File: src/rtl/multicycle_pkg.sv
// rtl/multicycle_pkg.sv - opcodes, state encoding and decode helpers for the multicycle sequencer
package multicycle_pkg;

    localparam logic [2:0] OP_ADD  = 3'b000;
    localparam logic [2:0] OP_ADDI = 3'b100;
    localparam logic [2:0] OP_SW   = 3'b101;
    localparam logic [2:0] OP_LW   = 3'b110;
    localparam logic [2:0] OP_SLL  = 3'b111;

    typedef enum logic [2:0] {
        FETCH  = 3'd0,
        DECODE = 3'd1,
        EXEC   = 3'd2,
        MEM    = 3'd3,
        WB     = 3'd4
    } state_t;

    // 001/010/011 are the only holes in the opcode map
    function automatic logic is_legal(input logic [2:0] op);
        return (op == OP_ADD) || op[2];
    endfunction

    function automatic logic is_mem(input logic [2:0] op);
        return (op == OP_SW) || (op == OP_LW);
    endfunction

endpackage

File: src/rtl/multicycle_decode.sv
// rtl/multicycle_decode.sv - combinational opcode classification for the latched instruction
module multicycle_decode
    import multicycle_pkg::*;
(
    input  logic [2:0] op,
    output logic       legal,
    output logic       mem,
    output logic       load,
    output logic       alu_src,
    output logic       alu_op
);

    always_comb begin
        legal   = is_legal(op);
        mem     = is_mem(op);
        load    = (op == OP_LW);
        alu_src = (op == OP_ADDI) || (op == OP_SW) || (op == OP_LW) || (op == OP_SLL);
        alu_op  = (op == OP_SLL);
    end

endmodule

File: src/rtl/multicycle_control.sv
// rtl/multicycle_control.sv - FETCH/DECODE/EXEC/MEM/WB sequencer with memory watchdog and retire counter
module multicycle_control
    import multicycle_pkg::*;
#(
    parameter int TIMEOUT = 15,
    parameter int CNT_W   = 16
) (
    input  logic             clk,
    input  logic             rst,
    input  logic             run,
    input  logic [2:0]       opcode,
    input  logic             mem_ready,
    output logic             PCWrite,
    output logic             IRWrite,
    output logic             RegWrite,
    output logic             ALUSrc,
    output logic             alu_op,
    output logic             MemWrite,
    output logic             MemRead,
    output logic             MemtoReg,
    output logic             instr_done,
    output logic             illegal,
    output logic             mem_err,
    output logic [2:0]       state,
    output logic [CNT_W-1:0] retired
);

    localparam int WC_W = $clog2(TIMEOUT + 1);

    state_t            state_q, state_d;
    logic [2:0]        op_q;
    logic [WC_W-1:0]   wcnt_q;
    logic [CNT_W-1:0]  retired_q;

    logic dec_legal, dec_mem, dec_load, dec_alu_src, dec_alu_op;
    logic wait_hit;

    multicycle_decode u_decode (
        .op      (op_q),
        .legal   (dec_legal),
        .mem     (dec_mem),
        .load    (dec_load),
        .alu_src (dec_alu_src),
        .alu_op  (dec_alu_op)
    );

    // this stalled MEM cycle is the one that brings the wait count up to TIMEOUT
    assign wait_hit = (wcnt_q == WC_W'(TIMEOUT - 1));

    always_comb begin
        state_d    = state_q;
        PCWrite    = 1'b0;
        IRWrite    = 1'b0;
        RegWrite   = 1'b0;
        ALUSrc     = 1'b0;
        alu_op     = 1'b0;
        MemWrite   = 1'b0;
        MemRead    = 1'b0;
        MemtoReg   = 1'b0;
        instr_done = 1'b0;
        illegal    = 1'b0;
        mem_err    = 1'b0;
        case (state_q)
            FETCH: begin
                if (run) begin
                    IRWrite = 1'b1;
                    PCWrite = 1'b1;
                    state_d = DECODE;
                end
            end
            DECODE: begin
                if (!dec_legal) begin
                    illegal = 1'b1;
                    state_d = FETCH;
                end else begin
                    state_d = EXEC;
                end
            end
            EXEC: begin
                ALUSrc  = dec_alu_src;
                alu_op  = dec_alu_op;
                state_d = dec_mem ? MEM : WB;
            end
            MEM: begin
                ALUSrc   = dec_alu_src;
                alu_op   = dec_alu_op;
                MemWrite = !dec_load;
                MemRead  = dec_load;
                // completion beats the watchdog when both land in the same cycle
                if (mem_ready) begin
                    if (dec_load) begin
                        state_d = WB;
                    end else begin
                        instr_done = 1'b1;
                        state_d    = FETCH;
                    end
                end else if (wait_hit) begin
                    mem_err = 1'b1;
                    state_d = FETCH;
                end
            end
            WB: begin
                ALUSrc     = dec_alu_src;
                alu_op     = dec_alu_op;
                RegWrite   = 1'b1;
                MemtoReg   = dec_load;
                instr_done = 1'b1;
                state_d    = FETCH;
            end
            default: state_d = FETCH;
        endcase
    end

    always_ff @(posedge clk) begin
        if (rst) begin
            state_q   <= FETCH;
            op_q      <= OP_ADD;
            wcnt_q    <= '0;
            retired_q <= '0;
        end else begin
            state_q <= state_d;
            if (state_q == FETCH && run) begin
                op_q <= opcode;
            end
            if (state_q == EXEC) begin
                wcnt_q <= '0;
            end else if (state_q == MEM && !mem_ready) begin
                wcnt_q <= wcnt_q + WC_W'(1);
            end
            if (instr_done) begin
                retired_q <= retired_q + CNT_W'(1);
            end
        end
    end

    assign state   = state_q;
    assign retired = retired_q;

endmodule

File: config.mk
export PLATFORM = sky130hd
export DESIGN_NAME = multicycle_control
export DESIGN_NICKNAME = d
export VERILOG_FILES = /design/src/rtl/multicycle_pkg.sv /design/src/rtl/multicycle_decode.sv /design/src/rtl/multicycle_control.sv
export SDC_FILE = /design/constraint.sdc
export NUM_CORES = 1
export LEC_CHECK = 0
export BUFFER_PORTS_ARGS = -buffer_cell sky130_fd_sc_hd__buf_2
export CORE_ASPECT_RATIO = 0.8
export CORE_MARGIN = 2
export CORE_UTILIZATION = 52
export DETAILED_ROUTE_END_ITERATION = 7
export GPL_TIMING_DRIVEN = 0
export PLACE_DENSITY = 0.87
export SLEW_MARGIN = 20
export SYNTH_ARGS = -nofsm -noshare
export SYNTH_HDL_FRONTEND = slang
export SYNTH_HIERARCHICAL = 1
export SYNTH_SLANG_ARGS = --single-unit
File: constraint.sdc
create_clock -name clk -period 2.4 [get_ports clk]
set_clock_uncertainty 0.2 [all_clocks]
set_input_delay 0.24 -clock clk [delete_from_list [all_inputs] [get_ports clk]]
set_output_delay 0.24 -clock clk [all_outputs]
set_load 0.01 [all_outputs]
==> results.md, run 1 <==
- The setup check on the worst reg-to-reg path leaves a slack of 0.29 ns.
- Buffers placed on the I/O ports in this run total 34.
- 0 antenna diodes ended up in the layout.
- The worst IR drop on VDD is 323.0 uV.
- After global routing the overflow that remains totals 0.
- The run finished with clean final reports.
- The proportion of layout cells with a drive suffix above 1 is 24.88%.
- Dividing total power by cell area gives a power density of 478.2 mW/mm^2.
- After clock tree synthesis, the clock-pin slew on the worst setup and hold paths is 0.14 ns.
- The arrival time at the worst endpoint is 1.84 ns.
- The clock latency reported for the late side of the worst-skew pair is 0.33 ns.
- The vertical die dimension is 51.15 um.
- For the worst flop-to-flop path, the logic depth is 6.
- The cell type with the highest occurrence count on the critical path is sky130_fd_sc_hd__buf_4.
- The post-synthesis average cell area is 8.258 um^2.
- Data on the critical path is required at its endpoint by 1.96 ns.
- For this design the static power due to leakage is 0.0007100 uW.
- In this design, the stage delay of the slowest critical-path cell is 0.33 ns.
- The number of cells produced by synthesis is 175.
- Headroom to the max-slew limit came out at 54.56%.
- The post-synthesis sequential area ratio is 36.02%.
- The width of the chip is 62.94 um.
- The clock net sink count is 26.
- The HPWL after detailed placement is 2.356 mm.
- The number of cells on the worst hold path is 2.
- The startpoint identified for the worst hold timing path is rst.
- The total number of H-tree levels is 1.
- In this run the critical register-to-register path is launched from state[1].
- The count of vias placed by the detailed router is 1,435.
- Internal power comes to 649.1 uW.
- The number of global-route vias before repair is 1,233.
- The final-stage net count is 228.
- For this block, the routed nets add up to 3.340 mm of wire.
- Net switching is 23.00% of the power.
- The remaining number of nets flagged by the antenna check after routing is 0.
- The max-slew violation total from the final report is 0.
- The final-layout worst hold slack is 0.07975 ns.
- STA classifies the critical path startpoint as a flip-flop.
- The row count is 17.
- The maximum number of pins on one net before global-route repair is 16.
- Summed over all failing endpoints, the final setup total negative slack is 0 ns.
- The die covers 0.003219 mm^2.
- Total power for the finished layout comes to 843.1 uW.
- Setup violations remaining at the end of the flow were counted as 0.
- The congestion estimate from routability-driven global placement came to 0.8427.
- The initial detailed-routing violation count is 52.
- The maximum clock frequency is 0.4389 GHz.
- The minimum period implied by the final worst setup slack is 2.278 ns.
- The first global-routing pass estimated 5.506 mm of wire.
- The number of distinct library cells after synthesis is 37.
- In this design, the largest share of critical-path delay is due to buffers and inverters.
- In this run, flip-flops and latches consume 53.2% of the power.
- The critical path is of the flip-flop to output pin type.
- The placeable core region is 0.002701 mm^2.
- In this run the power spent charging and discharging nets is 193.9 uW.
- The final count of hold timing violations was 0.
- In the final layout, the multi-input gates occupy 837.1 um^2.
- Clock tree synthesis selected as its root buffer the cell sky130_fd_sc_hd__clkbuf_4.
- Summing all flip-flop and latch instances after layout gives 524.3 um^2.
- The cell with the biggest individual delay on the critical path is sky130_fd_sc_hd__dfxtp_1.
- Combinational logic is responsible for 11.1% of the overall power.
- The first TritonRoute pass finished after 4 iterations.
- The top-level I/O count is 37.
- In this run the critical register-to-register path is captured at retired[15].
- The largest driver fanout on the critical path is 10.
- Summing every instance area after synthesis gives 0.001445 mm^2.
- For the pin with the worst max-slew slack, the measured transition is 0.6799 ns.
- The final critical path takes up 94.94% of the cycle.
- The signal on the critical path passes through buf_4 -> and2b_1 -> a41oi_4 -> buf_6 -> buf_4 -> inv_1 -> buf_2.
- The total nets after synthesis is 185.
- The maximum count of clock buffers along a single path is 2.
- TritonCTS created 3 clock buffers.
- After filler insertion, the fill cell instance count of the layout stands at 235.
- The global-route usage over all layers is 21.28%.
- The portion of total power attributed to the clock network is 35.8%.
- The TritonCTS clock tree is yes.
- Setup repair after global routing left no endpoint under its margin.
- The endpoint kind of the worst setup timing path is an output pin.
- In this run, synthesis produced a sequential element count of 26.
- The average detailed-routed wire length per instance is 13.10 um.
- Compared with the post-synthesis result, the final layout area differs by 21.99%.
- The end of the worst hold path is retired[4].
- After detailed routing, the number of vias per cell comes to 5.627.
- The class of the tightest hold or removal check is input port to flip-flop.
- The number of warning messages in the yosys log is 6.
- The initial utilization of the core area, before any placement, comes to 53.50%.
- The number of antenna violations at the first check in global routing is 0.
- The number of buffers and inverters on the critical path is 5.
- After detailed routing, the number of remaining DRC violations is 0.
- The reported max-cap violation count is 0.
==> Yosys cell counts <==
cell	number	share of area (%)
sky130_fd_sc_hd__nor2b_1	3	1.3
sky130_fd_sc_hd__o21bai_1	1	0.52
sky130_fd_sc_hd__dfxtp_1	26	36
sky130_fd_sc_hd__and3_1	2	0.87
sky130_fd_sc_hd__and4_1	5	3.0
sky130_fd_sc_hd__mux2i_1	4	2.8
sky130_fd_sc_hd__nand4b_1	2	1.2
sky130_fd_sc_hd__nand3_1	6	2.1
sky130_fd_sc_hd__and2b_1	1	0.52
sky130_fd_sc_hd__nor3b_4	1	1.3
sky130_fd_sc_hd__o21ai_0	7	2.4
sky130_fd_sc_hd__and2_1	3	1.3
sky130_fd_sc_hd__mux2_2	2	1.6
sky130_fd_sc_hd__nand3b_1	1	0.52
sky130_fd_sc_hd__o41ai_1	2	1.2
sky130_fd_sc_hd__ha_1	3	2.6
sky130_fd_sc_hd__clkbuf_1	6	1.6
sky130_fd_sc_hd__nand4_1	2	0.87
sky130_fd_sc_hd__xor2_1	2	1.2
sky130_fd_sc_hd__nand2_1	12	3.1
sky130_fd_sc_hd__nor2_1	14	3.6
sky130_fd_sc_hd__and3_2	1	0.52
sky130_fd_sc_hd__nor4_1	1	0.43
sky130_fd_sc_hd__nand2b_1	5	2.2
sky130_fd_sc_hd__o2111ai_1	2	1.2
sky130_fd_sc_hd__a41oi_4	1	1.9
sky130_fd_sc_hd__buf_4	5	2.6
sky130_fd_sc_hd__buf_1	1	0.26
sky130_fd_sc_hd__a31oi_1	1	0.43
sky130_fd_sc_hd__inv_1	7	1.8
sky130_fd_sc_hd__o22a_1	1	0.61
sky130_fd_sc_hd__o31ai_1	4	2.1
sky130_fd_sc_hd__nor4b_2	1	1.0
sky130_fd_sc_hd__or3_1	9	3.9
sky130_fd_sc_hd__a21oi_1	21	7.3
sky130_fd_sc_hd__nor3_1	6	2.1
sky130_fd_sc_hd__or4_1	4	2.1
==> power groups by stage <==
| stage | Clock, uW | Sequential, uW | Combinational [uW] |
|---|---|---|---|
| 2_1_floorplan | 0 | 456 | 61.3 |
| 3_5_place_dp | 0 | 457 | 85.7 |
| 6_report | 301 | 448 | 93.3 |
| 5_1_grt | 327 | 450 | 102 |
| 3_3_place_gp | 0 | 456 | 84.7 |
| 4_1_cts | 307 | 447 | 90.4 |
==> worst register-to-register path: stages (launching register included) <==
cell                      delay (ns)
sky130_fd_sc_hd__dfxtp_1        0.35
sky130_fd_sc_hd__buf_4          0.17
sky130_fd_sc_hd__and2b_1        0.27
sky130_fd_sc_hd__a41oi_4        0.15
sky130_fd_sc_hd__buf_4          0.20
sky130_fd_sc_hd__nor4_1         0.32
sky130_fd_sc_hd__mux2_2         0.37
==> sequential cells by signal, summed over array words and instances (netlist names) <==
name and flops:
wcnt_q 4, retired 16, state 3, op_q 3
==> placed cells by master (no fill, tap or decap), drive strengths merged, types with 4 or more instances in the layout <==
cell type,synthesis,final
buf,6,41
dfxtp,26,26
a21oi,21,21
nor2,14,14
nand2,12,12
or3,9,9
clkbuf,6,9
inv,7,7
o21ai,7,7
nand3,6,6
nor3,6,6
nand2b,5,5
and4,5,5
mux2i,4,4
o31ai,4,4
or4,4,4
==> cell type report <==
cell class,count,share of cell area [%]
Multi-Input combinational cell,130,47.48
Inverter,7,1.490
Sequential cell,26,29.74
Buffer,12,3.833
Clock inverter,1,1.703
Tap cell,38,2.697
Timing Repair Buffer,38,11.78
Clock buffer,3,1.278
==> metrics by stage <==
step | cells | utilization (%) | worst slack (ns) | area (um^2)
after floorplan | 175 | - | 0.4956 | 1445
after global placement | 247 | 61.56 | 0.1836 | 1663
after detailed placement | 247 | 61.56 | 0.1821 | 1663
after CTS | 255 | 64.89 | 0.04597 | 1753
after global routing | 255 | 65.26 | 0.003923 | 1763
final | 255 | 65.26 | 0.1215 | 1763
==> layer usage <==
layer / wire length, um / track usage (%)
met4: 29 / 6.667
met2: 1507 / 33.16
met5: 0 / 0
met1: 1669 / 28.92
met3: 133 / 5.507
==> repair_timing <==
| action | in CTS | in global routing |
|---|---|---|
| hold buffers | 3 | 0 |
| endpoints found under the hold margin | 3 | 0 |
| resized for setup | 0 | 5 |
| buffers inserted | 1 | 0 |
| pin swaps | 1 | 0 |
| setup endpoints to repair | 1 | 1 |
==> cells by family after synthesis <==
| logic type | count (synthesis) | share of synthesized area [%] |
|---|---|---|
| and+or+nand+nor | 79 | 31.95 |
| AOI/OAI and AO/OA | 40 | 17.66 |
| DFF | 26 | 36.02 |
| buffers and inverters | 19 | 6.234 |
| muxes | 6 | 4.329 |
| adders and majority gates | 3 | 2.598 |
| xor gates and xnor gates | 2 | 1.212 |
==> worst max path at each step <==
stage,startpoint,to,slack [ns],cells past startpoint
finish,state[1],instr_done,0.12,7
global route,state[1],instr_done,0.004,7
CTS,op_q[2],instr_done,0.05,8
detailed placement,op_q[2],instr_done,0.18,8
global placement,op_q[2],instr_done,0.18,8
floorplan,state[1],retired[15],0.50,5
(Power assumes the default switching activity.)
==> inputs of run 2 (changes only) <==
- REMOVE_ABC_BUFFERS: default -> 1
- SETUP_SLACK_MARGIN: default -> 0.3
==> run 2 against run 1 <==
Compared with the run above:
- total power fell by 8.5%
- final cell count fell by 1.2%
- sequential power rose by 2%
- combinational power fell by 8.9%
- worst hold slack improved by 0.059 ns
- final area rose by 1.6%
- wire length rose by 0.42%
- flip-flop and latch count did not move
- worst setup slack improved by 0.25 ns
- first-iteration DRC count rose by 110%
- critical path type is now flip-flop to flip-flop
==> results.md, run 2 (synthesis gave the netlist of run 1 again) <==
- Status: finished, final reports clean (unchanged).
- The initial detailed-routing violation count is 108 (was 52).
- The wire length of the first global-routing pass is 5.547 mm (was 5.506 mm).
- The remaining number of nets flagged by the antenna check after routing is 0 (unchanged).
- The static power due to leakage came to 0.0007283 uW (was 0.0007100 uW).
- The total negative slack is 0 ns (unchanged).
- The row count is 17 (unchanged).
- The proportion of layout cells with a drive suffix above 1 is 29.91% (was 24.88%).
- The max-slew violation total from the final report is 0 (unchanged).
- The final cell area excluding filler cells is 0.001790 mm^2 (was 0.001763 mm^2).
- The placeable core region is 0.002701 mm^2 (unchanged).
- The critical path launch point type was a flip-flop (unchanged).
- Cells along the critical path: and2b_4 -> a41oi_2 -> or4_1 -> a21oi_1 (was buf_4 -> and2b_1 -> a41oi_4 -> buf_6 -> buf_4 -> inv_1 -> buf_2).
- The final worst-path setup slack was 0.3754 ns (was 0.1215 ns).
- The slew of the pin with the lowest slew margin is 0.5893 ns (was 0.6799 ns).
- The worst IR drop on VDD is 346.1 uV (was 323.0 uV).
- The number of antenna violations at the first check in global routing is 0 (unchanged).
- The cell with the biggest individual delay on the critical path is sky130_fd_sc_hd__or4_1 (was sky130_fd_sc_hd__dfxtp_1).
- The minimum period implied by the final worst setup slack is 2.025 ns (was 2.278 ns).
- The endpoint kind of the worst setup timing path is a flip-flop (was output pin).
- The number of flip-flops under the largest register name is 16 (unchanged).
- The combined area of the multi-input logic cells is 884.6 um^2 (was 837.1 um^2).
- The global route total overflow is 0 (unchanged).
- The post-route clock period utilization is 84.36% (was 94.94%).
- The average detailed-routed wire length per instance is 13.31 um (was 13.10 um).
- The share of total power in combinational logic is 11.0% (was 11.1%).
- The total power after layout is 771.1 uW (was 843.1 uW).
- The top-level I/O count is 37 (unchanged).
- The net load switching power is 198.9 uW (was 193.9 uW).
- The instance area after placement is 0.001609 mm^2 (was 0.001663 mm^2).
- The count of input and output buffers came to 36 (was 34).
- The power density relative to cell area was 430.7 mW/mm^2 (was 478.2 mW/mm^2).
- The clock net sink count was 26 (unchanged).
- The required time of the worst setup path came to 2.46 ns (was 1.96 ns).
- The via count normalized by instance count is 5.710 (was 5.627).
- The clock slew at the register clock pins of the worst setup and hold paths is 0.15 ns (was 0.14 ns).
- The maximum clock frequency is 0.4939 GHz (was 0.4389 GHz).
- The number of detailed-routing iterations run before antenna repair came to 4 (unchanged).
- The vertical die dimension is 51.15 um (unchanged).
- The full die area is 0.003219 mm^2 (unchanged).
- The final-stage net count was 225 (was 228).
- The internal power consumption is 572.3 uW (was 649.1 uW).
- The largest driver fanout on the critical path was 14 (was 10).
- The TritonCTS clock tree is yes (unchanged).
- The placer's final routability congestion estimate is 0.8200 (was 0.8427).
- The initial cell density of the core is 53.50% (unchanged).
- The total routed wirelength came to 3.354 mm (was 3.340 mm).
- The arrival time at the worst endpoint is 2.09 ns (was 1.84 ns).
- The antenna diode instance count is 0 (unchanged).
- The estimated wirelength of the detail-placed design is 2.119 mm (was 2.356 mm).
- Commonest cells after routing, fill and taps aside: sky130_fd_sc_hd__buf_2, sky130_fd_sc_hd__a21oi_1, sky130_fd_sc_hd__dfxtp_1 (was sky130_fd_sc_hd__buf_2, sky130_fd_sc_hd__dfxtp_1, sky130_fd_sc_hd__a21oi_1).
- The width of the chip is 62.94 um (unchanged).
- The most common cell after layout, fill and taps aside is sky130_fd_sc_hd__buf_2 (unchanged).
- The worst slack at placement is 0.09887 ns (was 0.1821 ns).
- The critical path's top delay family is simple AND/OR/NAND/NOR gates (was buffers and inverters).
- The clock tree root buffer cell is sky130_fd_sc_hd__clkbuf_4 (unchanged).
- The maximum count of clock buffers along a single path is 2 (unchanged).
- The count of vias placed by the detailed router came to 1,439 (was 1,435).
- The number of buffers inserted during clock tree synthesis came to 3 (unchanged).
- The global-route usage over all layers is 21.67% (was 21.28%).
- The critical path start-end classification is flip-flop to flip-flop (was flip-flop to output pin).
- The sequential cell fraction of total power is 59.2% (was 53.2%).
- The final-layout worst hold slack was 0.1388 ns (was 0.07975 ns).
- The sequential cell area in the final layout was 533.0 um^2 (was 524.3 um^2).
- The portion of total power attributed to the clock network is 29.8% (was 35.8%).
- The number of global-route vias before repair is 1,195 (was 1,233).
- The number of buffer and inverter instances along the worst setup path came to 0 (was 5).
- The area overhead of the layout relative to synthesis was 23.90% (was 21.99%).
- The total number of H-tree levels is 1 (unchanged).
- The clock latency reported for the late side of the worst-skew pair is 0.34 ns (was 0.33 ns).
- Unrepaired setup endpoints after global routing: no (unchanged).
- The maximum number of pins on one net before global-route repair came to 28 (was 16).
- The delay of the slowest cell on the worst path is 0.59 ns (was 0.33 ns).
- The class of the tightest hold or removal check is input port to flip-flop (unchanged).
- The final count of hold timing violations is 0 (unchanged).
- The proportion of total power due to net switching was 25.79% (was 23.00%).
- The reported max-cap violation count came to 0 (unchanged).
- The post-detailed-route DRC marker count came to 0 (unchanged).
- The final setup violation count came to 0 (unchanged).
- The fill cell instance count of the final layout is 243 (was 235).
- The worst slew margin relative to its limit is 60.71% (was 54.56%).
[run 2: cell count changes in the layout (fill, tap and decap cells not counted), sizes merged]
cell	delta
clkbuf	-5
buf	+2
a41oi	+1
bufinv	-1
[run 2: per-stage QoR]
step	util, %	std cells
finish	66.28	252
global route	66.28	252
floorplan	-	163
CTS	63.87	248
global placement	59.56	237
detailed placement	59.56	237
[run 2: path summary, 6_finish.rpt]
kind	start	to	slack (ns)	depth (start not counted)
worst min-delay path	rst	retired[1]	0.14	2
worst max-delay path	state[2]	retired[12]	0.38	4
worst max register to register	state[2]	retired[12]	0.38	4
worst min register to register	retired[13]	retired[13]	0.30	2
[run 2: worst register-to-register path: stages, from the launching register on]
cell	delay (ns)
sky130_fd_sc_hd__dfxtp_2	0.38
sky130_fd_sc_hd__and2b_4	0.31
sky130_fd_sc_hd__a41oi_2	0.34
sky130_fd_sc_hd__or4_1	0.59
sky130_fd_sc_hd__a21oi_1	0.14
[run 2: layout make-up]
type / count / share of cell area (%)
multi-input combinational: 131 / 49.41
tap: 38 / 2.655
clock buffer: 4 / 2.027
timing repair buffer: 46 / 14.68
inverter: 7 / 1.468
sequential: 26 / 29.77
[run 2: layer usage]
metal	up-vias	share of wire (%)	track usage, %
li1	717	-	-
met1	672	47	29.12
met2	45	46	35.46
met3	5	5.9	4.185
met4	0	0.95	6.667
met5	-	0	0
[run 2: power by group through the flow]
stage | logic (uW) | registers, uW | clock network, uW
floorplan | 40.8 | 462 | 0
global placement | 68.9 | 463 | 0
detailed placement | 70.1 | 463 | 0
CTS | 79.6 | 456 | 229
global route | 93.6 | 459 | 256
finish | 85.0 | 456 | 230
[run 2: what timing repair did]
action | 4_1_cts | 5_1_grt
resized for setup | 3 | 13
setup buffers | 3 | 4
setup endpoints to repair | 14 | 19
pin swaps | 2 | 1
cloned | 1 | 0
hold endpoints to repair | 3 | 0
hold buffers | 3 | 0
